[src/rtl/serializer_pkg.sv]
// Shared constants and elaboration helpers for the TMDS serializer gearbox.
//   TMDS_CTRL     : the four TMDS control symbols, indexed by {C1,C0}; entry 0 is the idle symbol
//   slices()      : number of B-bit slices per W-bit word
//   clock_pattern : pixel-clock lane word (first-transmitted half ones, second half zeros)
package serializer_pkg;

    localparam int unsigned TMDS_W = 10;

    localparam logic [TMDS_W-1:0] TMDS_CTRL [4] = '{
        10'b1101010100,
        10'b0010101011,
        10'b0101010100,
        10'b1010101011
    };

    function automatic int unsigned slices(input int unsigned w, input int unsigned b);
        return w / b;
    endfunction

    // Ones occupy whichever half of the word leaves the shifter first.
    function automatic logic [63:0] clock_pattern(input int unsigned w, input bit lsb_first);
        logic [63:0] pat;
        pat = '0;
        for (int unsigned i = 0; i < w / 2; i++) begin
            if (lsb_first) pat[6'(i)] = 1'b1;
            else           pat[6'(w - 1 - i)] = 1'b1;
        end
        return pat;
    endfunction

endpackage

[src/rtl/serializer_fifo.sv]
// Single-clock FIFO with a combinational head read.
//   clk, rst_n          : clock, asynchronous active-low reset
//   push, push_data     : write request (ignored when full)
//   pop, pop_data       : read request (ignored when empty), head word
//   full, empty, level  : occupancy status
module serializer_fifo #(
    parameter int unsigned DATA_WIDTH = 8,
    parameter int unsigned DEPTH      = 2
) (
    input  logic                           clk,
    input  logic                           rst_n,
    input  logic                           push,
    input  logic [DATA_WIDTH-1:0]          push_data,
    input  logic                           pop,
    output logic [DATA_WIDTH-1:0]          pop_data,
    output logic                           full,
    output logic                           empty,
    output logic [$clog2(DEPTH+1)-1:0]     level
);

    localparam int unsigned AW = (DEPTH > 1) ? $clog2(DEPTH) : 1;
    localparam int unsigned LW = $clog2(DEPTH + 1);

    logic [DATA_WIDTH-1:0] r_mem [DEPTH];
    logic [AW-1:0]         r_wr_ptr;
    logic [AW-1:0]         r_rd_ptr;
    logic [LW-1:0]         r_level;
    logic                  w_push;
    logic                  w_pop;

    assign full     = (r_level == LW'(DEPTH));
    assign empty    = (r_level == '0);
    assign level    = r_level;
    assign pop_data = r_mem[r_rd_ptr];
    assign w_push   = push && !full;
    assign w_pop    = pop && !empty;

    // Storage needs no reset; validity is tracked by the level counter.
    always_ff @(posedge clk) begin
        if (w_push) r_mem[r_wr_ptr] <= push_data;
    end

    // Pointers wrap naturally because DEPTH is a power of two.
    always_ff @(posedge clk or negedge rst_n) begin
        if (!rst_n) begin
            r_wr_ptr <= '0;
            r_rd_ptr <= '0;
            r_level  <= '0;
        end else begin
            if (w_push) r_wr_ptr <= r_wr_ptr + AW'(1);
            if (w_pop)  r_rd_ptr <= r_rd_ptr + AW'(1);
            case ({w_push, w_pop})
                2'b10:   r_level <= r_level + LW'(1);
                2'b01:   r_level <= r_level - LW'(1);
                default: r_level <= r_level;
            endcase
        end
    end

endmodule

[src/rtl/tmds_serializer_gearbox.sv]
// Bit-clock-domain TMDS serializer: valid/ready input FIFO feeding a W-to-B gearbox,
// with a generated pixel-clock lane, idle insertion and underflow accounting.
//   clk_pixel_x5, reset_n       : bit clock, asynchronous active-low reset
//   enable                      : 0 forces idle words at word boundaries and holds the FIFO
//   in_valid, in_ready, in_data : symbol-word input handshake (channel i at [i*W +: W])
//   out_lanes, out_clock_lane   : B bits per lane per cycle, bit 0 earliest in time
//   word_start                  : slice 0 of a new word is on the lanes
//   underflow, underflow_count  : idle inserted for lack of data, saturating count
//   fifo_level                  : FIFO occupancy
module tmds_serializer_gearbox
    import serializer_pkg::*;
#(
    parameter int unsigned           NUM_CHANNELS    = 3,
    parameter int unsigned           WORD_WIDTH      = 10,
    parameter int unsigned           BITS_PER_CYCLE  = 2,
    parameter bit                    LSB_FIRST       = 1'b1,
    parameter int unsigned           FIFO_DEPTH      = 2,
    parameter logic [WORD_WIDTH-1:0] IDLE_WORD       = WORD_WIDTH'(TMDS_CTRL[0]),
    parameter int unsigned           UNDERFLOW_WIDTH = 16
) (
    input  logic                                    clk_pixel_x5,
    input  logic                                    reset_n,
    input  logic                                    enable,
    input  logic                                    in_valid,
    output logic                                    in_ready,
    input  logic [NUM_CHANNELS*WORD_WIDTH-1:0]      in_data,
    output logic [NUM_CHANNELS*BITS_PER_CYCLE-1:0]  out_lanes,
    output logic [BITS_PER_CYCLE-1:0]               out_clock_lane,
    output logic                                    word_start,
    output logic                                    underflow,
    output logic [UNDERFLOW_WIDTH-1:0]              underflow_count,
    output logic [$clog2(FIFO_DEPTH+1)-1:0]         fifo_level
);

    localparam int unsigned W      = WORD_WIDTH;
    localparam int unsigned B      = BITS_PER_CYCLE;
    localparam int unsigned NW     = NUM_CHANNELS * W;
    localparam int unsigned SLICES = slices(W, B);
    localparam int unsigned PW     = (SLICES > 1) ? $clog2(SLICES) : 1;
    localparam logic [W-1:0] CLK_PATTERN = W'(clock_pattern(W, LSB_FIRST));

    generate
        if ((W % B) != 0) begin : g_bad_width
            $error("WORD_WIDTH must be a multiple of BITS_PER_CYCLE");
        end
        if (FIFO_DEPTH < 2 || (FIFO_DEPTH & (FIFO_DEPTH - 1)) != 0) begin : g_bad_depth
            $error("FIFO_DEPTH must be a power of two and at least 2");
        end
    endgenerate

    logic [PW-1:0]              r_phase;
    logic [NW-1:0]              r_sr;
    logic [W-1:0]               r_clk_sr;
    logic                       r_word_start;
    logic                       r_underflow;
    logic [UNDERFLOW_WIDTH-1:0] r_uf_count;

    logic                       w_load;
    logic                       w_push;
    logic                       w_pop;
    logic                       w_underflow;
    logic                       w_fifo_full;
    logic                       w_fifo_empty;
    logic [NW-1:0]              w_head;
    logic [NW-1:0]              w_sr_next;
    logic [W-1:0]               w_clk_next;

    serializer_fifo #(
        .DATA_WIDTH (NW),
        .DEPTH      (FIFO_DEPTH)
    ) u_fifo (
        .clk        (clk_pixel_x5),
        .rst_n      (reset_n),
        .push       (w_push),
        .push_data  (in_data),
        .pop        (w_pop),
        .pop_data   (w_head),
        .full       (w_fifo_full),
        .empty      (w_fifo_empty),
        .level      (fifo_level)
    );

    // Load-edge source selection: FIFO head, or idle (underflow only when enabled).
    always_comb begin
        w_load      = (r_phase == PW'(SLICES - 1));
        w_push      = in_valid && !w_fifo_full;
        w_pop       = w_load && enable && !w_fifo_empty;
        w_underflow = w_load && enable && w_fifo_empty;
    end

    // Gearbox: reload at the load edge, otherwise drain B bits toward the output end.
    always_comb begin
        w_sr_next  = r_sr;
        w_clk_next = r_clk_sr;
        if (w_load) begin
            w_sr_next  = w_pop ? w_head : {NUM_CHANNELS{IDLE_WORD}};
            w_clk_next = CLK_PATTERN;
        end else if (LSB_FIRST) begin
            for (int ch = 0; ch < NUM_CHANNELS; ch++) begin
                w_sr_next[ch*W +: W] = r_sr[ch*W +: W] >> B;
            end
            w_clk_next = r_clk_sr >> B;
        end else begin
            for (int ch = 0; ch < NUM_CHANNELS; ch++) begin
                w_sr_next[ch*W +: W] = r_sr[ch*W +: W] << B;
            end
            w_clk_next = r_clk_sr << B;
        end
    end

    // Phase resets to the last slice so the first edge after reset is a load edge.
    always_ff @(posedge clk_pixel_x5 or negedge reset_n) begin
        if (!reset_n) begin
            r_phase      <= PW'(SLICES - 1);
            r_sr         <= '0;
            r_clk_sr     <= '0;
            r_word_start <= 1'b0;
            r_underflow  <= 1'b0;
            r_uf_count   <= '0;
        end else begin
            r_phase      <= w_load ? '0 : r_phase + PW'(1);
            r_sr         <= w_sr_next;
            r_clk_sr     <= w_clk_next;
            r_word_start <= w_load;
            r_underflow  <= w_underflow;
            if (w_underflow && (r_uf_count != '1)) begin
                r_uf_count <= r_uf_count + UNDERFLOW_WIDTH'(1);
            end
        end
    end

    // Output slices come straight from the shifter's output end.
    always_comb begin
        out_lanes      = '0;
        out_clock_lane = '0;
        for (int ch = 0; ch < NUM_CHANNELS; ch++) begin
            for (int k = 0; k < B; k++) begin
                out_lanes[ch*B + k] = LSB_FIRST ? r_sr[ch*W + k] : r_sr[ch*W + W - 1 - k];
            end
        end
        for (int k = 0; k < B; k++) begin
            out_clock_lane[k] = LSB_FIRST ? r_clk_sr[k] : r_clk_sr[W - 1 - k];
        end
    end

    assign in_ready        = !w_fifo_full;
    assign word_start      = r_word_start;
    assign underflow       = r_underflow;
    assign underflow_count = r_uf_count;

endmodule

[config.mk]
export PLATFORM = sky130hd
export DESIGN_NAME = tmds_serializer_gearbox
export DESIGN_NICKNAME = d
export VERILOG_FILES = /design/src/rtl/serializer_pkg.sv /design/src/rtl/serializer_fifo.sv /design/src/rtl/tmds_serializer_gearbox.sv
export SDC_FILE = /design/constraint.sdc
export NUM_CORES = 1
export LEC_CHECK = 0
export ABC_CLOCK_PERIOD_IN_PS = 3380
export CORE_MARGIN = 1.5
export CORE_UTILIZATION = 52
export DETAILED_ROUTE_END_ITERATION = 10
export GPL_TIMING_DRIVEN = 0
export PLACE_DENSITY = 0.75
export SYNTH_ARGS = -nofsm -noshare
export SYNTH_HDL_FRONTEND = slang
export SYNTH_SLANG_ARGS = --single-unit
[constraint.sdc]
create_clock -name clk_pixel_x5 -period 3.38 [get_ports clk_pixel_x5]
set_clock_uncertainty 0.1 [all_clocks]
set_input_delay 0.338 -clock clk_pixel_x5 [delete_from_list [all_inputs] [get_ports clk_pixel_x5]]
set_output_delay 0.338 -clock clk_pixel_x5 [all_outputs]
set_load 0.005 [all_outputs]
## After elaboration in Yosys (flattened, before gate mapping)

Memory sizes are Yosys's and may differ from the RTL's.
Cells that the tools add are included.

- Add/subtract/negate cells: 6
- Eq/ne operators: 5
- Multiplexer cells: 7
- Reduce and logical (&&, ||, !) cells: 11

Operator list:

| kind | count |
|---|---|
| 30-bit 2-to-1 mux | 2 |
| 16-bit by 1-bit adder with 16-bit output, second input constant | 1 |
| 16-bit != test, second input constant | 1 |
| 1-bit logical AND | 7 |
| 5-bit 2-to-1 mux | 1 |
| 2-bit equality test, second input constant | 2 |
| 2-bit one-hot mux with 2 select lines | 1 |
| 3-bit by 1-bit adder with 3-bit output, second input constant | 1 |
| 3-bit equality test, second input constant | 1 |
| 3-bit 2-to-1 mux | 1 |
| 1-bit adder, second input constant | 2 |
| 2-bit by 1-bit adder with 2-bit output, second input constant | 1 |
| 2-bit by 1-bit equality test with 1-bit output, second input constant | 1 |
| 1-bit logical NOT | 2 |
| 2-bit logical NOT | 1 |
| 1-bit 2-to-1 mux | 2 |
| 2-bit nonzero test | 1 |
| 2-bit by 1-bit subtractor with 2-bit output, second input constant | 1 |

- Register bits: 60
- Memory bits (writable): 60
- Input bits: 34
- Output and inout port bits: 29
- Logic and storage cells: 39
- Memories kept: 1

Memories:

| memory | words | bits a word | rd ports | clocked after Yosys merged registers in | wr ports | line | source |
|---|---|---|---|---|---|---|---|
| u_fifo.r_mem | 2 | 30 | 1 | 0 | 1 | serializer_fifo.sv:24 | `logic [DATA_WIDTH-1:0] r_mem [DEPTH];` |

## Depth between registers and ports, before layout

- Depth in word-level cells: 6
- Depth in mapped cells: 11
- Gate-level depth less buffers: 9

## By module

Synthesis repeated with hierarchy kept, for this count alone.

- Cells, all modules: 283
- Area, all modules: 4540.6 µm²

By module, submodules not included:

| module | instances | cells an instance | area an instance (µm²) | sequential area each (µm²) |
|---|---|---|---|---|
| serializer_fifo | 1 | 111 | 2358.5 | 1901.8 |
| tmds_serializer_gearbox | 1 | 172 | 2182.1 | 1327.5 |

## Least setup slack after synthesis

Ideal clock, no wire load.

- Path type: reg2reg
- Start point: register u_fifo.r_level[0] (netlist: u_fifo.level[0])
- End point: memory u_fifo.r_mem[0][0] (netlist bit) (enable)
- Setup time: 0.417 ns
- Arrival: 1.982 ns
- Data required time: 2.863 ns
- Setup slack: 0.881 ns
- Stages on the path, launching flop included: 4
- Buffers on the path: 0
- Period minus slack after synthesis: 2.499 ns
- Cell sequence: dfrtp_1 -> nand2b_1 -> nand2_1 -> nor2_1

- Word-level cells in the longest chain between the ends: 6

Ends and longest elaborated chain:

| what | line | source |
|---|---|---|
| start, declared | serializer_fifo.sv:27 | `logic [LW-1:0] r_level;` |
| start signal, assigned | serializer_fifo.sv:53 | `2'b10: r_level <= r_level + LW'(1);` |
| start signal, assigned | serializer_fifo.sv:54 | `2'b01: r_level <= r_level - LW'(1);` |
| start signal, assigned | serializer_fifo.sv:55 | `default: r_level <= r_level;` |
| 2-bit equality test * | serializer_fifo.sv:31 | `assign full = (r_level == LW'(DEPTH));` |
| 1-bit logical NOT * | -- |  |
| named net in_ready | tmds_serializer_gearbox.sv:25 | `output logic in_ready,` |
| 1-bit logical AND | tmds_serializer_gearbox.sv:86 | `w_push = in_valid && !w_fifo_full;` |
| 1-bit logical AND * | serializer_fifo.sv:35 | `assign w_push = push && !full;` |
| 1-bit 2-to-1 mux * | serializer_fifo.sv:40 | `if (w_push) r_mem[r_wr_ptr] <= push_data;` |
| 1-bit 2-to-1 mux (not written as such) * | serializer_fifo.sv:40 |  |
| end, declared | serializer_fifo.sv:24 |  |

Mark *: on every way through the listed nets, which the timed path passes. The rest lies on a longest branch.

## Worst setup path after layout

- Start point: register r_phase[0]
- End point: register u_fifo.r_level[1] (netlist: u_fifo.level[1])

- Word-level cells in the longest chain between the ends: 6
- Elaborated cells on any way between the ends: 8
- Those cells by class: 3 x eq/ne; 1 x mux; 4 x reduce/logical

Ends and longest elaborated chain:

| what | line | source |
|---|---|---|
| start, declared | tmds_serializer_gearbox.sv:51 | `logic [PW-1:0] r_phase;` |
| start signal, assigned | tmds_serializer_gearbox.sv:114 | `r_phase <= PW'(SLICES - 1);` |
| start signal, assigned | tmds_serializer_gearbox.sv:121 | `r_phase <= w_load ? '0 : r_phase + PW'(1);` |
| 3-bit equality test * | tmds_serializer_gearbox.sv:85 | `w_load = (r_phase == PW'(SLICES - 1));` |
| 1-bit logical AND * (2 in series) | tmds_serializer_gearbox.sv:87 | `w_pop = w_load && enable && !w_fifo_empty;` |
| 1-bit logical AND * | serializer_fifo.sv:36 | `assign w_pop = pop && !empty;` |
| named net u_fifo.w_pop | serializer_fifo.sv:29 | `logic w_pop;` |
| 2-bit by 1-bit equality test with 1-bit output / 2-bit equality test (equally long branches) | serializer_fifo.sv:52 | `case ({w_push, w_pop})` |
| 2-bit one-hot mux with 2 select lines / 2-bit nonzero test (equally long branches) | -- |  |

Marked as above.
A chain may end at the register's enable or synchronous reset.

==> results.py <==
metrics = {
    "outcome": {
        "outcome": "complete, no violations",
    },
    "worst_setup_path": {
        "arrival_ns": 3.03,
        "end_kind": "flip-flop",
        "critPathKind": "flip-flop to flip-flop",
        "start_kind": "flip-flop",
        "crit_required_ns": 3.71,
        "cp_slowest_stage_delay_ns": 0.39,
        "rrSetupSlack_ns": 0.67,
        "cp_slowest_cell": "dfrtp_1",
        "path_buf_inv": 4,
        "critPathMaxFanout": 10,
        "crit_family": "buffers and inverters",
        "path_cells": "inv_1 > ha_1 > nand2_1 > or2_2 > clkbuf_1 > inv_1 > buf_2 > ha_1 > nor2_1 > xor2_1",
    },
    "drt": {
        "post-route-drc-count": 0,
        "drt_iter0_drc": 156,
        "antenna_left": 0,
        "wl_per_cell_um": 15.7,
        "route.vias.total": 2617,
        "first_pass_iters": 4,
        "viasPerCell": 5.21,
        "wl_mm": 7.87,
    },
    "synth": {
        "yosysSeqAreaShare_pct": 72.5,
        "syn_inst": 301,
        "synthArstFlopShare_pct": 48.7,
        "ys_warn_count": 0,
        "ys_ff_latch": 117,
        "syn_nets": 339,
        "synth_edf_count": 60,
        "synth_cell_types": 35,
        "syn_area_um2": 4450,
        "avgSynthCellArea_um2": 14.8,
        "synthFlopType": "edfxtp_1",
    },
    "power_and_ir_drop": {
        "power_uw": 4420,
        "p_leak_uw": 0.00239,
        "power_density_nw_per_um2": 761,
        "worst_ir_drop_vdd_mv": 0.436,
    },
    "clock_network": {
        "cts_buffer_depth": 2,
        "cts.sinks": 117,
        "ctsResizeCount": 0,
        "cts_tree": "yes",
        "h-tree-depth": 4,
        "ctsRootBufferMaster": "clkbuf_8",
        "numCtsBuffers": 17,
        "clk_pin_slew_ns": 0.06,
        "worstSkewPairLatency_ns": 0.51,
    },
    "sta": {
        "setup_violations": 0,
        "tightest_slew_ns": 0.896,
        "holdWs_ns": 0.238,
        "finalCritPeriodShare_pct": 80.1,
        "slew_violations": 0,
        "max_freq_mhz": 370,
        "fin_tns_setup_ns": 0,
        "rsz0062_at_grt": "false",
        "min_period_ns": 2.71,
        "finalHoldViolations": 0,
        "max-slew-margin-rel_pct": 40.1,
    },
    "layout": {
        "utilization_pct": 70.3,
        "final_net_count": 422,
        "area_growth_pct": 30.4,
        "drive_gt1_share_pct": 13.4,
        "design_area_um2": 5810,
        "antenna_cells": 0,
        "fillers": 561,
    },
    "place": {
        "dp_hpwl_mm": 4.96,
        "place_congestion": 0.853,
        "dpl_cell_area_um2": 5230,
        "port_buffers": 62,
    },
    "global_route": {
        "grt_pass1_wl_mm": 12.7,
        "grt_max_degree": 38,
        "grt_pass1_vias": 2592,
        "grt_usage_pct": 19.3,
        "antenna_found_initial": 0,
        "overflow": 0,
    },
    "die": {
        "fp-row-count": 33,
        "die_height_um": 95.6,
        "ios": 63,
        "initial_core_util_pct": 53.9,
        "die_w_um": 95.6,
        "dieArea_um2": 9130,
        "coreArea_um2": 8260,
    },
    "job": {
        "drv_cap": 0,
    },
    "hold_path": {
        "worstHoldPathType": "input pin to async pin",
    },
}
## worst register-to-register path: cells and delay by family (launching register included)
family | cells | cell delay, ns
buffers and inverters | 4 | 0.78
AND/OR/NAND/NOR | 3 | 0.76
XOR/XNOR | 1 | 0.15
flip-flops | 1 | 0.39
adder cells (fa/ha/maj) | 2 | 0.44
## routing by layer
layer  track usage [%]  up-vias  wire length [um]
met2              29.6       68              3910
met3              6.78       10               396
met4              7.35        0                97
met1              25.4     1285              3470
li1                  -     1254                 -
met5                 0        -                 0
## through the flow
stage               std cells  worst slack [ns]
CTS                       502             0.658
global route              502             0.384
global placement          468            -0.133
detailed placement        469             0.677
finish                    502             0.674
floorplan                 301             0.881
## synthesized netlist by cell type (5+ instances only)
master	n	area, um2
mux2i_1	30	300
inv_1	6	22.5
nand3_1	5	25.0
and3_1	5	31.3
edfxtp_1	60	1800
nand2_1	21	78.8
clkbuf_1	9	33.8
dfrtp_1	56	1400
xnor2_1	7	61.3
xor2_1	10	87.6
o21ai_0	16	80.1
nor2_1	14	52.6
nand4_1	5	31.3
buf_4	6	45.0
a21oi_1	17	85.1
## cells in the final DEF, fill, tap and decap left out, types with 7 or more instances in the layout
| cell | instances |
|---|---|
| o21ai_0 | 16 |
| dfrtp_1 | 56 |
| clkdlybuf4s50_1 | 61 |
| mux2i_1 | 30 |
| clkbuf_1 | 9 |
| xnor2_1 | 7 |
| nand2_1 | 21 |
| a21oi_1 | 17 |
| clkbuf_16 | 16 |
| xor2_1 | 10 |
| edfxtp_1 | 60 |
| nor2_1 | 13 |
## state kept, by name, indices dropped and copies added, names as in the netlist
| name | flops |
|---|---|
| r_clk_sr | 3 |
| r_phase | 3 |
| r_sr | 30 |
| u_fifo.level | 2 |
| u_fifo.r_mem | 60 |
| u_fifo.r_rd_ptr | 1 |
| u_fifo.r_wr_ptr | 1 |
| underflow | 1 |
| underflow_count | 16 |
## logic make-up (layout without fill, tap and decap cells)
group | after synthesis | in the layout | synth area share, %
mux | 33 | 33 | 7.50
simple gates | 71 | 71 | 8.68
flops | 117 | 117 | 72.5
fa+ha+maj | 4 | 4 | 1.12
xor+xnor | 17 | 17 | 3.34
compound gates | 36 | 36 | 4.21
buf+inv | 23 | 119 | 2.64
## path summary, 6_finish.rpt
check,startpoint,end,cells after the start
min in group clk_pixel_x5,in_data[11],u_fifo.r_mem[1][11]$_DFFE_PP_,1
worst min register to register,r_sr[5]$_DFF_PN0_,r_sr[3]$_DFF_PN0_,2
worst min-delay path,reset_n,r_clk_sr[2]$_DFF_PN0_,2
max in group asynchronous,reset_n,r_phase[2]$_DFF_PN1_,3
worst max-delay path,r_phase[0]$_DFF_PN0_,u_fifo.level[1]$_DFFE_PN0P_,10
worst max register to register,r_phase[0]$_DFF_PN0_,u_fifo.level[1]$_DFFE_PN0P_,10
## timing repair
action                    CTS  global route
hold endpoints to repair   20             0
setup buffers               0             0
hold buffers                1             0
## area by class of cell
cell class,count,area [um2],share of cell area [%]
Clock buffer,18,428,7.37
Multi-Input combinational cell,161,1120,19.2
Inverter,6,22.5,0.388
Tap cell,105,131,2.26
Clock inverter,14,141,2.43
Buffer,17,95.1,1.64
Timing Repair Buffer,64,646,11.1
Sequential cell,117,3230,55.6
## power by group
group | internal (uW) | switching, uW | leakage (uW)
clock network | 1010 | 665 | 0.000267
registers | 1780 | 97.0 | 0.00131
logic | 416 | 448 | 0.000814
Power figures use the tool's default switching activity.
